$ cat src/rtl/wb_pipe_reg.sv
// wb_pipe_reg: two-entry skid buffer between MEM/WB and the register file write port.
// Ports: in_* upstream entry (valid/ready handshake), flush discards everything held plus the
// current input, out_* entry towards the register file (out_we is the qualified write strobe),
// retire_cnt counts drained writing entries. Defining WB_FWD_EN adds fwd_rs*/fwd_hit*/fwd_data*
// combinational forwarding lookups into the held entries.
module wb_pipe_reg #(
  parameter int DATA_W = 32,
  parameter int ADDR_W = 5,
  parameter int CNT_W  = 16
) (
  input  logic              clk,
  input  logic              reset,
  input  logic              in_valid,
  output logic              in_ready,
  input  logic [ADDR_W-1:0] in_addr,
  input  logic [DATA_W-1:0] in_data,
  input  logic              in_we,
  input  logic              flush,
  output logic              out_valid,
  input  logic              out_ready,
  output logic [ADDR_W-1:0] out_addr,
  output logic [DATA_W-1:0] out_data,
  output logic              out_we,
  output logic [CNT_W-1:0]  retire_cnt
`ifdef WB_FWD_EN
  ,
  input  logic [ADDR_W-1:0] fwd_rs1,
  input  logic [ADDR_W-1:0] fwd_rs2,
  output logic              fwd_hit1,
  output logic              fwd_hit2,
  output logic [DATA_W-1:0] fwd_data1,
  output logic [DATA_W-1:0] fwd_data2
`endif
);
  typedef enum logic [1:0] {EMPTY, ONE, FULL} state_t;
  state_t state, state_nx;
  logic              out_we_r, skid_we;
  logic [ADDR_W-1:0] skid_addr;
  logic [DATA_W-1:0] skid_data;
  logic              accept, drain, ld_out, ld_skid, mv_skid;
  assign in_ready  = state != FULL;
  assign out_valid = state != EMPTY;
  assign out_we    = out_valid && out_we_r && (out_addr != '0);
  assign accept    = in_valid && in_ready;
  assign drain     = out_valid && out_ready;
  always_comb begin
    state_nx = state;
    ld_out   = 1'b0;
    ld_skid  = 1'b0;
    mv_skid  = 1'b0;
    case (state)
      EMPTY: begin
        state_nx = accept ? ONE : EMPTY;
        ld_out   = accept;
      end
      ONE: begin
        state_nx = (accept && !drain) ? FULL : (!accept && drain) ? EMPTY : ONE;
        ld_out   = accept && drain;
        ld_skid  = accept && !drain;
      end
      FULL: begin
        state_nx = drain ? ONE : FULL;
        mv_skid  = drain;
      end
      default: state_nx = EMPTY;
    endcase
    if (flush) begin
      state_nx = EMPTY;
      ld_out   = 1'b0;
      ld_skid  = 1'b0;
      mv_skid  = 1'b0;
    end
  end
  always_ff @(posedge clk) begin
    if (reset) begin
      state      <= EMPTY;
      out_addr   <= '0;
      out_data   <= '0;
      out_we_r   <= 1'b0;
      skid_addr  <= '0;
      skid_data  <= '0;
      skid_we    <= 1'b0;
      retire_cnt <= '0;
    end else begin
      state <= state_nx;
      if (ld_out) begin
        out_addr <= in_addr;
        out_data <= in_data;
        out_we_r <= in_we;
      end else if (mv_skid) begin
        out_addr <= skid_addr;
        out_data <= skid_data;
        out_we_r <= skid_we;
      end
      if (ld_skid) begin
        skid_addr <= in_addr;
        skid_data <= in_data;
        skid_we   <= in_we;
      end
      if (drain && out_we)
        retire_cnt <= retire_cnt + CNT_W'(1);
    end
  end
`ifdef WB_FWD_EN
  logic s1, o1, s2, o2;
  // SKID holds the younger entry, so it wins over OUT on a double match
  assign s1        = (state == FULL) && skid_we && (skid_addr == fwd_rs1);
  assign o1        = out_valid && out_we_r && (out_addr == fwd_rs1);
  assign s2        = (state == FULL) && skid_we && (skid_addr == fwd_rs2);
  assign o2        = out_valid && out_we_r && (out_addr == fwd_rs2);
  assign fwd_hit1  = (fwd_rs1 != '0) && (s1 || o1);
  assign fwd_hit2  = (fwd_rs2 != '0) && (s2 || o2);
  assign fwd_data1 = s1 ? skid_data : out_data;
  assign fwd_data2 = s2 ? skid_data : out_data;
`endif
endmodule

$ cat config.mk
export PLATFORM = sky130hd
export DESIGN_NAME = wb_pipe_reg
export DESIGN_NICKNAME = d
export VERILOG_FILES = /design/src/rtl/wb_pipe_reg.sv
export SDC_FILE = /design/constraint.sdc
export NUM_CORES = 1
export LEC_CHECK = 0
export ABC_AREA = 1
export CELL_PAD_IN_SITES_DETAIL_PLACEMENT = 1
export CELL_PAD_IN_SITES_GLOBAL_PLACEMENT = 1
export CORE_UTILIZATION = 39
export CTS_CLUSTER_SIZE = 40
export DETAILED_ROUTE_END_ITERATION = 10
export HOLD_SLACK_MARGIN = 0.12
export PLACE_DENSITY = 0.9
export RECOVER_POWER = 50
export SYNTH_ARGS = -nofsm -noshare
export SYNTH_HDL_FRONTEND = slang
export SYNTH_SLANG_ARGS = --single-unit
$ cat constraint.sdc
create_clock -name clk -period 2.42 [get_ports clk]
set_input_delay 0.605 -clock clk [delete_from_list [all_inputs] [get_ports clk]]
set_output_delay 0.605 -clock clk [all_outputs]
set_load 0.05 [all_outputs]
==> results of run 1 <==
-- per-stage QoR --
stage / utilization (%) / power [W] / setup TNS [ns] / hold slack [ns]
after floorplan: - / 0.001899 / 0 / 0.4297
after global placement: 50.37 / 0.002056 / 0 / 0.4386
after detailed placement: 50.37 / 0.002072 / -0.1996 / 0.4471
after CTS: 52.39 / 0.003167 / 0 / 0.4595
after global routing: 52.22 / 0.003254 / 0 / 0.4779
final: 52.22 / 0.003127 / 0 / 0.4575
-- worst paths after layout --
kind                                                 start                         end  slack (ns)
worst max-delay path            retire_cnt[4]$_SDFFE_PP0P_               retire_cnt[4]        0.12
worst min-delay path            skid_data[20]$_SDFFE_PP0P_  skid_data[20]$_SDFFE_PP0P_        0.46
worst max register to register         state[0]$_SDFF_PP0_  skid_data[31]$_SDFFE_PP0P_        0.58
worst min register to register  skid_data[20]$_SDFFE_PP0P_  skid_data[20]$_SDFFE_PP0P_        0.46
-- worst register-to-register path, delay by kind of cell, from the launching register on --
kind | cells | cell delay (ns)
flip-flops | 1 | 0.43
AND/OR/NAND/NOR | 3 | 0.31
adder cells (fa/ha/maj) | 1 | 0.23
AO/OA/AOI/OAI | 2 | 0.39
buffers and inverters | 2 | 0.40
-- state kept, by name, summed over array words and instances, names as in the netlist --
register and flops:
out_addr 5, out_data 32, out_we_r 1, retire_cnt 16, skid_addr 5, skid_data 32
skid_we 1, state 2
-- logic make-up after synthesis --
group / after synthesis
AND/OR/NAND/NOR: 171
buffers and inverters: 92
AO/OA/AOI/OAI: 168
XOR/XNOR: 5
adder cells (fa/ha/maj): 2
flip-flops: 94
-- final cells by class --
cell class              count  area share, %
well taps                 136          3.142
multi-input cells         346          34.77
clock buffers              12          2.865
clock inverters             4          1.017
repair buffers            107          19.43
flip-flops and latches     94          34.75
inverters                  58          4.020
-- cells in the mapped netlist, types with 2 or more instances --
cell | count | area (sq um)
o21ai_0 | 38 | 190.2
buf_4 | 4 | 30.03
buf_2 | 8 | 40.04
o211ai_2 | 20 | 250.2
dfxtp_1 | 94 | 1882
nor2_1 | 33 | 123.9
a21oi_1 | 67 | 335.3
buf_8 | 2 | 30.03
inv_1 | 55 | 206.5
ha_1 | 2 | 25.02
clkbuf_1 | 14 | 52.55
buf_6 | 5 | 56.30
o21ai_1 | 2 | 10.01
xor2_1 | 4 | 35.03
inv_2 | 2 | 7.510
o211ai_1 | 19 | 142.6
nand3_1 | 12 | 60.06
a21oi_2 | 20 | 175.2
nand2_1 | 121 | 454.2
-- power by group --
| group | total (W) | internal (W) | switching [W] |
|---|---|---|---|
| Combinational | 0.000428 | 0.000157 | 0.000271 |
| Sequential | 0.00160 | 0.00158 | 0.0000188 |
| Clock | 0.00110 | 0.000539 | 0.000559 |
| Total | 0.00313 | 0.00228 | 0.000849 |
-- timing repair --
action / 4_1_cts / 5_1_grt
resized for setup: 1 / 1
gates cloned: 0 / 0
endpoints found under the setup margin: 1 / 1
-- layer usage --
layer  vias up  global-route usage [%]
met2        87                   39.24
li1       1916                       -
met5         -                       0
met3        11                   3.649
met1      1847                   24.98
met4         0                   6.448
-- placed cells by master, fill, tap and decap left out, drive strengths merged, types with 9 or more instances in the layout --
cell,synthesis,layout
a21oi,87,87
nand2,122,122
buf,20,9
clkbuf,14,15
nor2,34,34
inv,57,57
clkdlybuf4s50,0,76
o21ai,41,41
o211ai,39,39
nand3,13,13
dfxtp,94,94
dlygate4sd3,0,18
==> impl_metrics.toml, run 1 <==
[setup_path]
critPathCaptureType = "primary output"
cp_top_family = "buffers and inverters"
slowest_stage = "clkdlybuf4s50_1"
startpoint_type = "flop"
cp_slowest_stage_delay_ns = 0.86
reg2reg_depth = 8
path_buf_inv = 1
critical_path_cell_count = 1
worstPathRequired_ns = 1.81
crit_fanout = 7
arrival_ns = 1.70
path_cells = "clkdlybuf4s50_1"
crit_type = "reg -> out"

[drt]
wl_met1_microns = 4977
dr_wl_met2_microns = 5928
routedWlPerCell_microns = 15.13
routed_wl_microns = 11460
via_count = 3861
viasPerCell = 5.100
dr_wl_met3_microns = 439
highest_layer = "met4"
drt_iter0_markers = 166
drc = 0
drtPass1Iterations = 4
ant_nets = 0

[finish]
area_growth_pct = 29.31
register_area_sq_um = 1882
drive_above_1_share_pct = 11.43
postLayoutCellArea_sq_um = 5415
fin_nets = 661
multiInputGateArea_sq_um = 1883
antenna_cells = 0
fillers = 1321
layout.cells.non_filler = 757

[grt]
grt_max_degree = 77
grt_pass1_wl_microns = 18930
grt_pass1_vias = 4016
grt_usage_pct = 21.26
antenna_found_initial = 0
gr-total-overflow = 0

[synth]
synthAdderAreaFrac_pct = 0.5976
synthArstFlopShare_pct = 0
yosys_register_bits = 94
synth-simple-area-share_pct = 16.22
synth_cell_types = 29
syn_area_sq_um = 4188
synth_enable_flop_cells = 0
ys_seq_area_share_pct = 44.94
syn_area_per_cell_sq_um = 7.872
synthesis.nets = 577
synth_flop_cell = "dfxtp_1"
synth_warnings = 0
synth_cells = 532
synth_compound_area_share_pct = 26.92
muxShareOfSynthArea_pct = 0
synth_top_family_by_area = "compound AO/OA/AOI/OAI gates"
synth-xor-area-share_pct = 1.046

[cts]
cts_tree = "done"
postCtsHoldBufs = 0
postCtsSetupBuffers = 0
cts.sinks = 94
clock_path_buffers = 2
clk_pin_slew_ns = 0.10
cts_buffers = 9
cts_max_level = 3
insertion_delay_ns = 0.36
clockRootBuffer = "clkbuf_8"

[outcome]
status = "finished clean"

[timing]
hold_viol_final = 0
slew_viol_final = 0
layout_setup_ws_ns = 0.1183
fmax_mhz = 434.5
rsz0062_at_grt = "no"
fin_worst_skew_ns = 0.01695
finalCritPeriodShare_pct = 95.11
slew_headroom_pct = 52.54
setup_viol = 0
period_minus_slack_ns = 2.302
tightest_slew_ns = 0.7109

[placed_design]
pre_cts_slack_ns = -0.03612
dp_cells = 741
post-dp-hpwl_microns = 7820
gp_congestion = 0.7593
placed_area_sq_um = 5224
io_buffers = 98

[floorplan]
rows = 37
die_height_microns = 105.6
coreArea_sq_um = 10370
initial_core_util_pct = 40.38
io_pins = 99
die-area_sq_um = 11160
die_w_microns = 105.6

[power_and_ir_drop]
powerDensity_nw_per_um2 = 577.5
irDropWorstVdd_v = 0.0003173
power.leakage_nw = 2.089

[flow_run]
drv_cap = 0

[min_path]
hold_path_class = "reg -> reg"
min_path_cells = 2
Power figures use the tool's default switching activity.
==> inputs of run 2 (changes only) <==
CAP_MARGIN = 10   (was not set)
CELL_PAD_IN_SITES_DETAIL_PLACEMENT = 2   (was 1)
CELL_PAD_IN_SITES_GLOBAL_PLACEMENT = 2   (was 1)
CORE_UTILIZATION = 30   (was 39)
PLACE_DENSITY = 0.89   (was 0.9)
RECOVER_POWER = 25   (was 50)
==> impl_metrics.toml, run 2 (synthesized netlist as in run 1, its figures left out) <==
[grt]
gr-total-overflow = 0
grt_pass1_vias = 4289
antenna_found_initial = 0
grt_max_degree = 77
grt_usage_pct = 19.16
grt_pass1_wl_microns = 21480

[floorplan]
die-area_sq_um = 14440
die_height_microns = 120.2
io_pins = 99
coreArea_sq_um = 13450
rows = 42
initial_core_util_pct = 31.13
die_w_microns = 120.2

[finish]
drive_above_1_share_pct = 11.25
area_growth_pct = 33.25
finish.utilization_pct = 41.48
layout_common_cells = "121 x nand2_1, 94 x dfxtp_1, 93 x clkdlybuf4s50_1, 67 x a21oi_1, 55 x inv_1"
fin_nets = 662
reg.largest.list = "out_data x32, skid_data x32, retire_cnt x16"
antenna_cells = 0
layout.cells.non_filler = 798
layout_commonest_cell = "nand2_1"
fillers = 1565

[drt]
dr_wl_met2_microns = 6829
wl_met1_microns = 5591
drtPass1Iterations = 4
viasPerCell = 4.897
drc = 0
via_count = 3908
routedWlPerCell_microns = 16.40
highest_layer = "met4"
drt_iter0_markers = 96
dr_wl_met3_microns = 580
routed_wl_microns = 13090
ant_nets = 0

[timing]
tns_ns = 0
fin_worst_skew_ns = 0.005930
rsz0062_at_grt = "no"
fmax_mhz = 432.6
setup_viol = 0
layout_setup_ws_ns = 0.1086
slew_viol_final = 0
hold_viol_final = 0
finalCritPeriodShare_pct = 95.51
slew_headroom_pct = 53.14
period_minus_slack_ns = 2.311
tightest_slew_ns = 0.7019

[setup_path]
cp_slowest_stage_delay_ns = 0.80
arrival_ns = 1.71
crit_fanout = 4
worstPathRequired_ns = 1.81
startpoint_type = "flop"
path_cells = "nor2_4 -> inv_1 -> clkdlybuf4s50_1"
crit_type = "reg -> out"
critPathCaptureType = "primary output"
slowest_stage = "clkdlybuf4s50_1"

[min_path]
hold_path_class = "reg -> reg"

[cts]
clockRootBuffer = "clkbuf_16"
clock_path_buffers = 2
insertion_delay_ns = 0.34
cts_max_level = 3
clk_pin_slew_ns = 0.06
cts.sinks = 94
cts_buffers = 9
postCtsSetupBuffers = 0
cts_tree = "done"

[placed_design]
gp_congestion = 0.7633
post-dp-hpwl_microns = 8716
dp_cells = 782
io_buffers = 98
pre_cts_slack_ns = 0.05532

[power_and_ir_drop]
p_total_w = 0.003532
power.leakage_nw = 2.092
irDropWorstVdd_v = 0.0003599
powerDensity_nw_per_um2 = 633.0

[flow_run]
drv_cap = 0

[outcome]
status = "finished clean"
## run 2: cell types whose count changed in the layout (fill, tap and decap cells not counted), sizes merged
cell | previous run | this run
clkinvlp | 1 | 0
clkdlybuf4s50 | 76 | 93
buf | 9 | 10
clkbuf | 15 | 16
dlygate4sd3 | 18 | 2
clkinv | 3 | 2
## run 2: critical path: cells and delay by family, from the launching register on
| kind | cells | cell delay, ns |
|---|---|---|
| AND/OR/NAND/NOR | 1 | 0.08 |
| flip-flops | 1 | 0.42 |
| buffers and inverters | 2 | 0.86 |
## run 2: final timing paths
kind / end / slack [ns] / start / cells after the start
min reg2reg: skid_data[3]$_SDFFE_PP0P_ / 0.46 / skid_data[3]$_SDFFE_PP0P_ / 2
min: skid_data[3]$_SDFFE_PP0P_ / 0.46 / skid_data[3]$_SDFFE_PP0P_ / 2
max reg2reg: retire_cnt[12]$_SDFFE_PP0P_ / 0.60 / retire_cnt[0]$_SDFFE_PP0P_ / 8
max: in_ready / 0.11 / state[0]$_SDFF_PP0_ / 3
## run 2: stage by stage
stage	instance area [sq um]	hold WS [ns]
6_report	5580	0.4588
5_1_grt	5580	0.4799
4_1_cts	5593	0.4581
3_5_place_dp	5281	0.4483
3_3_place_gp	5281	0.4388
2_1_floorplan	4188	0.4297
## run 2: final cells by class
class / count / area (sq um) / share of cell area [%]
Multi-Input combinational cell: 346 / 1883 / 33.74
Sequential cell: 94 / 1882 / 33.72
Timing Repair Buffer: 108 / 1065 / 19.08
Clock buffer: 14 / 274.0 / 4.910
Tap cell: 176 / 220.2 / 3.946
Inverter: 58 / 217.7 / 3.901
Clock inverter: 2 / 38.79 / 0.6951
## run 2: power breakdown
| part | switching (W) | total, W | internal [W] |
|---|---|---|---|
| combinational | 0.000277 | 0.000438 | 0.000161 |
| sequential | 0.0000190 | 0.00160 | 0.00158 |
| clock | 0.000602 | 0.00149 | 0.000889 |
## run 2: per-layer routing
layer	up-vias	track usage, %
li1	1912	-
met1	1920	21.59
met2	71	35.17
met3	5	5.751
met4	0	3.984
met5	-	0
## run 2: repair_timing
action | 4_1_cts | 5_1_grt
resized for setup | 1 | 0
hold buffers | 0 | 0
endpoints found under the setup margin | 1 | 0
==> inputs of run 3 (changes only) <==
ABC_CLOCK_PERIOD_IN_PS = 2420   (was not set)
CORE_ASPECT_RATIO = 1.5   (was not set)
==> impl_metrics.toml, run 3 (synthesized netlist as in run 1, its figures left out) <==
[floorplan]
initial_core_util_pct = 30.94
io_pins = 99
coreArea_sq_um = 13530
rows = 52
die_height_microns = 146.7
die_w_microns = 98.47
die-area_sq_um = 14450

[setup_path]
startpoint_type = "flop"
worstPathRequired_ns = 1.81
arrival_ns = 1.72
crit_type = "reg -> out"
crit_fanout = 4
critPathCaptureType = "primary output"

[grt]
grt_pass1_vias = 4378
grt_usage_pct = 18.82
antenna_found_initial = 0
grt_max_degree = 77
grt_pass1_wl_microns = 21610
gr-total-overflow = 0

[timing]
slew_headroom_pct = 51.42
fmax_mhz = 429.2
hold_viol_final = 0
period_minus_slack_ns = 2.330
slew_viol_final = 0
finalCritPeriodShare_pct = 96.28
setup_viol = 0
rsz0062_at_grt = "no"
fin_worst_skew_ns = 0.006134
tightest_slew_ns = 0.7277

[cts]
cts_resized = 0
clockRootBuffer = "clkbuf_16"
clock_path_buffers = 2
clk_pin_slew_ns = 0.06
cts_tree = "done"
insertion_delay_ns = 0.34
cts_buffers = 9
postCtsHoldBufs = 0
postCtsSetupBuffers = 0
cts_max_level = 3
cts.sinks = 94

[finish]
layout_common_cells = "121 x nand2_1, 94 x clkdlybuf4s50_1, 94 x dfxtp_1, 67 x a21oi_1, 55 x inv_1"
area_growth_pct = 32.36
fillers = 1562
postLayoutCellArea_sq_um = 5543
fin_nets = 663
antenna_cells = 0
layout_commonest_cell = "nand2_1"
layout.cells.non_filler = 785
reg.largest.list = "out_data x32, skid_data x32, retire_cnt x16"
drive_above_1_share_pct = 11.40

[power_and_ir_drop]
irDropWorstVdd_v = 0.0002786
powerDensity_nw_per_um2 = 623.8
power.leakage_nw = 2.076

[drt]
viasPerCell = 5.048
routed_wl_microns = 12930
routedWlPerCell_microns = 16.47
drc = 8
ant_nets = 0
drtPass1Iterations = 10
via_count = 3963
drt_iter0_markers = 61

[placed_design]
dp_cells = 769
io_buffers = 98
gp_congestion = 0.7488
placed_area_sq_um = 5269
post-dp-hpwl_microns = 9085

[outcome]
violations = "DRC"
status = "finished with violations"

[flow_run]
drv_cap = 0

[min_path]
hold_path_class = "reg -> reg"
run 3: power breakdown:
group          leakage (nW)  switching [W]  internal [W]
logic                  1.18       0.000279      0.000161
clock network         0.140       0.000611      0.000804
registers             0.761      0.0000184       0.00158
run 3: worst max-delay path, stage by stage (launching register included):
cell and delay, ns:
dfxtp_1 0.43, nor2_4 0.08, inv_1 0.08, clkdlybuf4s50_1 0.80
run 3: routing by layer:
metal | routed length [microns] | global-route usage [%] | share of wire, % | up-vias
met4 | 252 | 6.866 | 1.9 | 0
met3 | 422 | 3.092 | 3.3 | 14
met5 | 0 | 0 | 0 | -
met1 | 5145 | 20.23 | 40 | 1959
li1 | - | - | - | 1918
met2 | 7111 | 36.34 | 55 | 72
run 3: cell type report:
type,instances,area (sq um),area share [%]
multi-input cells,346,1883,33.97
flip-flops and latches,94,1882,33.95
repair buffers,109,1065,19.21
clock buffers,11,232.7,4.199
inverters,58,217.7,3.928
well taps,162,202.7,3.657
clock inverters,5,60.06,1.084
run 3: per-stage QoR:
step	TNS, ns	hold slack, ns	power (W)	setup slack (ns)	util (%)
3_3_place_gp	0	0.4388	0.002065	0.07802	38.93
5_1_grt	0	0.4794	0.003598	0.02075	40.96
6_report	0	0.4552	0.003458	0.09013	40.96
2_1_floorplan	0	0.4297	0.001899	0.5527	-
4_1_cts	0	0.4583	0.003525	0.06110	41.10
3_5_place_dp	-0.1369	0.4483	0.002087	-0.09244	38.93
run 3: path summary, 6_finish.rpt:
check / startpoint / endpoint / slack [ns] / cells past startpoint
setup / recovery: state[0]$_SDFF_PP0_ / in_ready / 0.09 / 3
hold / removal: skid_data[1]$_SDFFE_PP0P_ / skid_data[1]$_SDFFE_PP0P_ / 0.46 / 2
setup reg to reg: state[0]$_SDFF_PP0_ / skid_data[8]$_SDFFE_PP0P_ / 0.61 / 8
hold reg to reg: skid_data[1]$_SDFFE_PP0P_ / skid_data[1]$_SDFFE_PP0P_ / 0.46 / 2
